### config.mk
export PLATFORM = sky130hd
export DESIGN_NAME = regw_arbiter
export DESIGN_NICKNAME = d
export VERILOG_FILES = /design/src/rtl/regw_arbiter.sv
export SDC_FILE = /design/constraint.sdc
export NUM_CORES = 1
export LEC_CHECK = 0
export CAP_MARGIN = 20
export CORE_UTILIZATION = 33
export DETAILED_ROUTE_END_ITERATION = 12
export PLACE_DENSITY = 0.71
export SETUP_SLACK_MARGIN = 0.2
export SYNTH_ARGS = -nofsm -noshare
export SYNTH_HDL_FRONTEND = slang
export SYNTH_SLANG_ARGS = --single-unit
### constraint.sdc
create_clock -name clock -period 2.05 [get_ports clock]
set_input_delay 0.41 -clock clock [delete_from_list [all_inputs] [get_ports clock]]
set_output_delay 0.41 -clock clock [all_outputs]
set_load 0.1 [all_outputs]
### src/rtl/regw_arbiter.sv
// Round-robin arbiter sharing the register file write port between
// the EX result path (req0) and the MEM/load result path (req1).
module regw_arbiter #(
  parameter int ADDR_W = 5,
  parameter int DATA_W = 32
) (
  input  logic              clock,
  input  logic              reset,
  input  logic              req0_valid,
  input  logic [ADDR_W-1:0] req0_addr,
  input  logic [DATA_W-1:0] req0_data,
  output logic              req0_ready,
  input  logic              req1_valid,
  input  logic [ADDR_W-1:0] req1_addr,
  input  logic [DATA_W-1:0] req1_data,
  output logic              req1_ready,
  output logic              write,
  output logic [ADDR_W-1:0] regw_addr,
  output logic [DATA_W-1:0] regw_data,
  output logic              last_grant,
  output logic [7:0]        conflict_cnt
);

  typedef struct packed {
    logic [ADDR_W-1:0] addr;
    logic [DATA_W-1:0] data;
  } wb_t;

  logic              write_q, write_d;
  wb_t               wb_q, wb_d;
  logic              lg_q, lg_d;
  logic [7:0]        cnt_q, cnt_d;

  logic              both;
  logic              same_addr;
  logic              gnt0, gnt1;
  logic              xfer;
  wb_t               win;

  assign both = req0_valid & req1_valid;

  // x0 is never a real hazard, so it never forces load-first ordering
  assign same_addr = both
                   & (req0_addr == req1_addr)
                   & (|req0_addr);

  always_comb begin
    gnt0 = 1'b0;
    gnt1 = 1'b0;
    unique case ({req1_valid, req0_valid})
      2'b01: gnt0 = 1'b1;
      2'b10: gnt1 = 1'b1;
      2'b11: begin
        if (same_addr || !lg_q) gnt1 = 1'b1;
        else                    gnt0 = 1'b1;
      end
      default: ;
    endcase
  end

  assign req0_ready = gnt0 & ~reset;
  assign req1_ready = gnt1 & ~reset;
  assign xfer       = req0_ready | req1_ready;

  always_comb begin
    win = '0;
    unique case (1'b1)
      gnt1:    win = '{addr: req1_addr, data: req1_data};
      gnt0:    win = '{addr: req0_addr, data: req0_data};
      default: win = '0;
    endcase
  end

  always_comb begin
    write_d = xfer & (|win.addr);
    wb_d    = write_d ? win : wb_q;
    lg_d    = xfer ? gnt1 : lg_q;
    cnt_d   = cnt_q;
    if (both && cnt_q != 8'hff)
      cnt_d = cnt_q + 8'd1;
  end

  always_ff @(posedge clock or posedge reset) begin
    if (reset) begin
      write_q <= 1'b0;
      wb_q    <= '0;
      lg_q    <= 1'b1;
      cnt_q   <= 8'd0;
    end else begin
      write_q <= write_d;
      wb_q    <= wb_d;
      lg_q    <= lg_d;
      cnt_q   <= cnt_d;
    end
  end

  assign write        = write_q;
  assign regw_addr    = wb_q.addr;
  assign regw_data    = wb_q.data;
  assign last_grant   = lg_q;
  assign conflict_cnt = cnt_q;

  a_onehot: assert property (
    @(posedge clock) disable iff (reset)
    !(req0_ready && req1_ready));

  a_rdy_valid: assert property (
    @(posedge clock) disable iff (reset)
    (!req0_ready || req0_valid) && (!req1_ready || req1_valid));

endmodule

==> run metrics <==
Startpoint Class=flip-flop; FFs w/ async S/R, synth=1.00; Critical Path Fanout Max=5; worst relative slew slack=0.743; vias per cell=4.87; number of synthesized register bits=47; Unique masters post-synth=37; CP arrival=1.60 ns; Hold Path End=regw_addr[1]; ant diodes=0; Post-route DRC=0; setup slack, reg-to-reg=0.05 ns; Slowest-stage cell, CP=dfstp_4; Worst Setup End Kind=output pin; first-pass GRT wire length=9520 um; DRT Wirelength=6770 um; PwrDens=1230 nW/um2; FP Rows=31; cell at the root of the clock tree=clkbuf_8; # H-tree levels=2; Worst Reg-to-Reg Cells=6; status=completed; area growth from synthesis to layout=70.6%; clock latency on the worst-skew pair=0.30 ns; Leakage=1.96 nW; Crit Path Category=flip-flop to output pin; GRT overflow=0; CTS max path bufs=2; delay of the slowest cell on the worst path=0.65 ns; CTS tree=yes; met3 usage=0.0382; worst vdd ir=1020 uV; first drt pass iteration count=4; Antenna Nets Post-Route=0; worst min-delay path category=input port to flip-flop; routing usage on met1=0.202; reg2reg end=regw_data[22]; # IOs=127; Tightest Pin Transition=0.386 ns; Fin Setup TNS=0 ns; CORE AREA=7290 um2; # fillers=631; Setup Viol. Count Final=0; port bufs=126; hpwl dp=5090 um; min-delay src=req1_addr[1]; hold path depth=4; RSZ-0062 raised after global routing=yes; global-route usage over all layers=0.157; post-synthesis sequential area ratio=0.473; die area=7900 um2; Max-Cap Viols=0; M2 GR Usage=0.273; Inst Count DP=430; synth warn=0; worst path bufs/invs=1; share of the synthesized area in the top cell type=0.462; number of synthesized flops with an enable pin=0; area leader, netlist=dfrtp_1; largest cells by area after synthesis=dfrtp_1 (46%), mux2_4 (17%), a22o_1 (12%); min cycle time layout=2.01 ns; Die X=88.9 um; routed len/inst=15.3 um; Syn Std Cell Area=2490 um2; clock skew=0.00781 ns; post-route cell area=4250 um2; clock-pin slew on the worst setup and hold paths=0.09 ns; Max Fclk=0.497 GHz; final worst-path cycle share=0.981; global route hottest layer=met2; final hold violation count=0; Gate Count Post-Synth=186; die span in y=88.9 um; total power=0.00522 W; critical-path cell list=nand2_4 -> a31o_4 -> and3_4 -> buf_12; CTS sink cnt=47; TritonCTS Buffers=5; vias after detailed routing=2153; Final #Nets=421; initial antenna violation count=0; Critical Path RT=1.64 ns; RePlAce Congestion=0.835; largest net degree at the start of global routing=31; crit-path leading delay family=flip-flops; starting density of the core=0.342; Slew Viols, Final=0; number of global-route vias before repair=1971; Avg Inst Size Synth=13.4 um2; Finished Layout Cells=442; FF-to-FF Start=last_grant; Most used DFF post-synth=dfrtp_1; Syn Nets=265; initial DRC count=51; Cell Area, Placed=4040 um2; layout cell share with drive strength beyond 1=0.493; Post-CTS Hold Buffers=0; critical path depth in cells=4
flip-flops by register name (all words and copies together) (netlist names):
register,cells
conflict_cnt,8
write,1
regw_addr,5
regw_data,32
last_grant,1
synth_stat cells, drive strengths merged (2+ instances only):
cell type and count:
dfrtp 46, mux2 36, a22o 34, buf 8
nand2 8, xnor2 6, and3 5, xor2 5
inv 4, a31oi 3, clkbuf 3, nand3 3
o21ai 3, and2 2, nand4 2, nor3 2
or4 2
through the flow:
step	setup WS, ns	hold slack [ns]	utilization
floorplan	-0.0903	0.452	-
global placement	-0.607	0.476	0.554
detailed placement	-0.625	0.483	0.554
CTS	0.0541	0.465	0.574
global route	0.00783	0.481	0.583
finish	0.0387	0.490	0.583
repair_timing:
item / in CTS / in global routing
pin swaps: 11 / 2
endpoints found under the setup margin: 40 / 38
hold endpoints to repair: 0 / 0
gates resized for setup: 46 / 20
buffers inserted: 3 / 1
per-layer routing:
layer  wire length [um]  vias to the layer above
li1                   -                     1019
met1               2910                     1040
met2               3270                       88
met3                551                        6
met4                 38                        0
met5                  0                        -
worst register-to-register path, delay by kind of cell (launching register included):
family                 cells  cell delay (ns)
flip-flops                 1             0.65
AND/OR/NAND/NOR            2             0.31
buffers and inverters      1             0.23
multiplexers               1             0.36
AO/OA/AOI/OAI              2             0.34
cells in the final DEF, fill, tap and decap left out, types with 2 or more instances in the layout:
cell type / Yosys / layout
a22o_1: 34 / 34
a31oi_4: 1 / 2
and2_4: 0 / 2
and3_1: 5 / 3
and3_4: 0 / 2
buf_12: 0 / 6
buf_2: 4 / 6
buf_4: 1 / 76
buf_6: 3 / 3
clkbuf_8: 0 / 5
clkdlybuf4s15_1: 0 / 2
clkdlybuf4s50_1: 0 / 65
dfrtp_1: 46 / 39
dfrtp_2: 0 / 5
dfrtp_4: 0 / 2
inv_1: 4 / 3
mux2_2: 8 / 3
mux2_4: 28 / 33
nand2_1: 8 / 6
nand3_1: 3 / 2
nand4_1: 2 / 2
nor3_4: 0 / 2
o21ai_2: 0 / 3
xnor2_1: 6 / 6
xor2_1: 5 / 3
xor2_2: 0 / 2
where the power goes:
part	switching (W)	leakage, nW	internal, W
Combinational	0.00226	1.32	0.000909
Sequential	0.000180	0.575	0.00119
Clock	0.000316	0.0581	0.000363
logic make-up (layout without fill, tap and decap cells):
| group | after synthesis | count (layout) | share of synthesized area |
|---|---|---|---|
| multiplexers | 36 | 36 | 0.205 |
| AO/OA/AOI/OAI | 49 | 49 | 0.181 |
| XOR/XNOR | 11 | 11 | 0.0387 |
| buffers and inverters | 15 | 172 | 0.0352 |
| AND/OR/NAND/NOR | 27 | 27 | 0.0628 |
| adder cells (fa/ha/maj) | 1 | 1 | 0.00502 |
| flip-flops | 47 | 47 | 0.473 |
layout make-up:
cell class | count | area (um2) | area share
clock buffer | 5 | 68.8 | 0.0162
clock inverter | 3 | 43.8 | 0.0103
inverter | 4 | 18.8 | 0.00442
multi-input combinational | 124 | 1360 | 0.320
sequential | 47 | 1190 | 0.281
tap | 99 | 124 | 0.0291
timing repair buffer | 160 | 1440 | 0.339
worst max path at each step:
| stage | startpoint | end | slack (ns) |
|---|---|---|---|
| detailed placement | req0_addr[0] | regw_data[21] | -0.63 |
| global route | req0_addr[0] | req1_ready | 0.008 |
| floorplan | last_grant | regw_addr[4] | -0.09 |
| global placement | req0_addr[0] | regw_data[0] | -0.61 |
| CTS | last_grant | req1_ready | 0.05 |
| finish | last_grant | req1_ready | 0.04 |
Note: power is estimated with default switching activity, not from simulation.
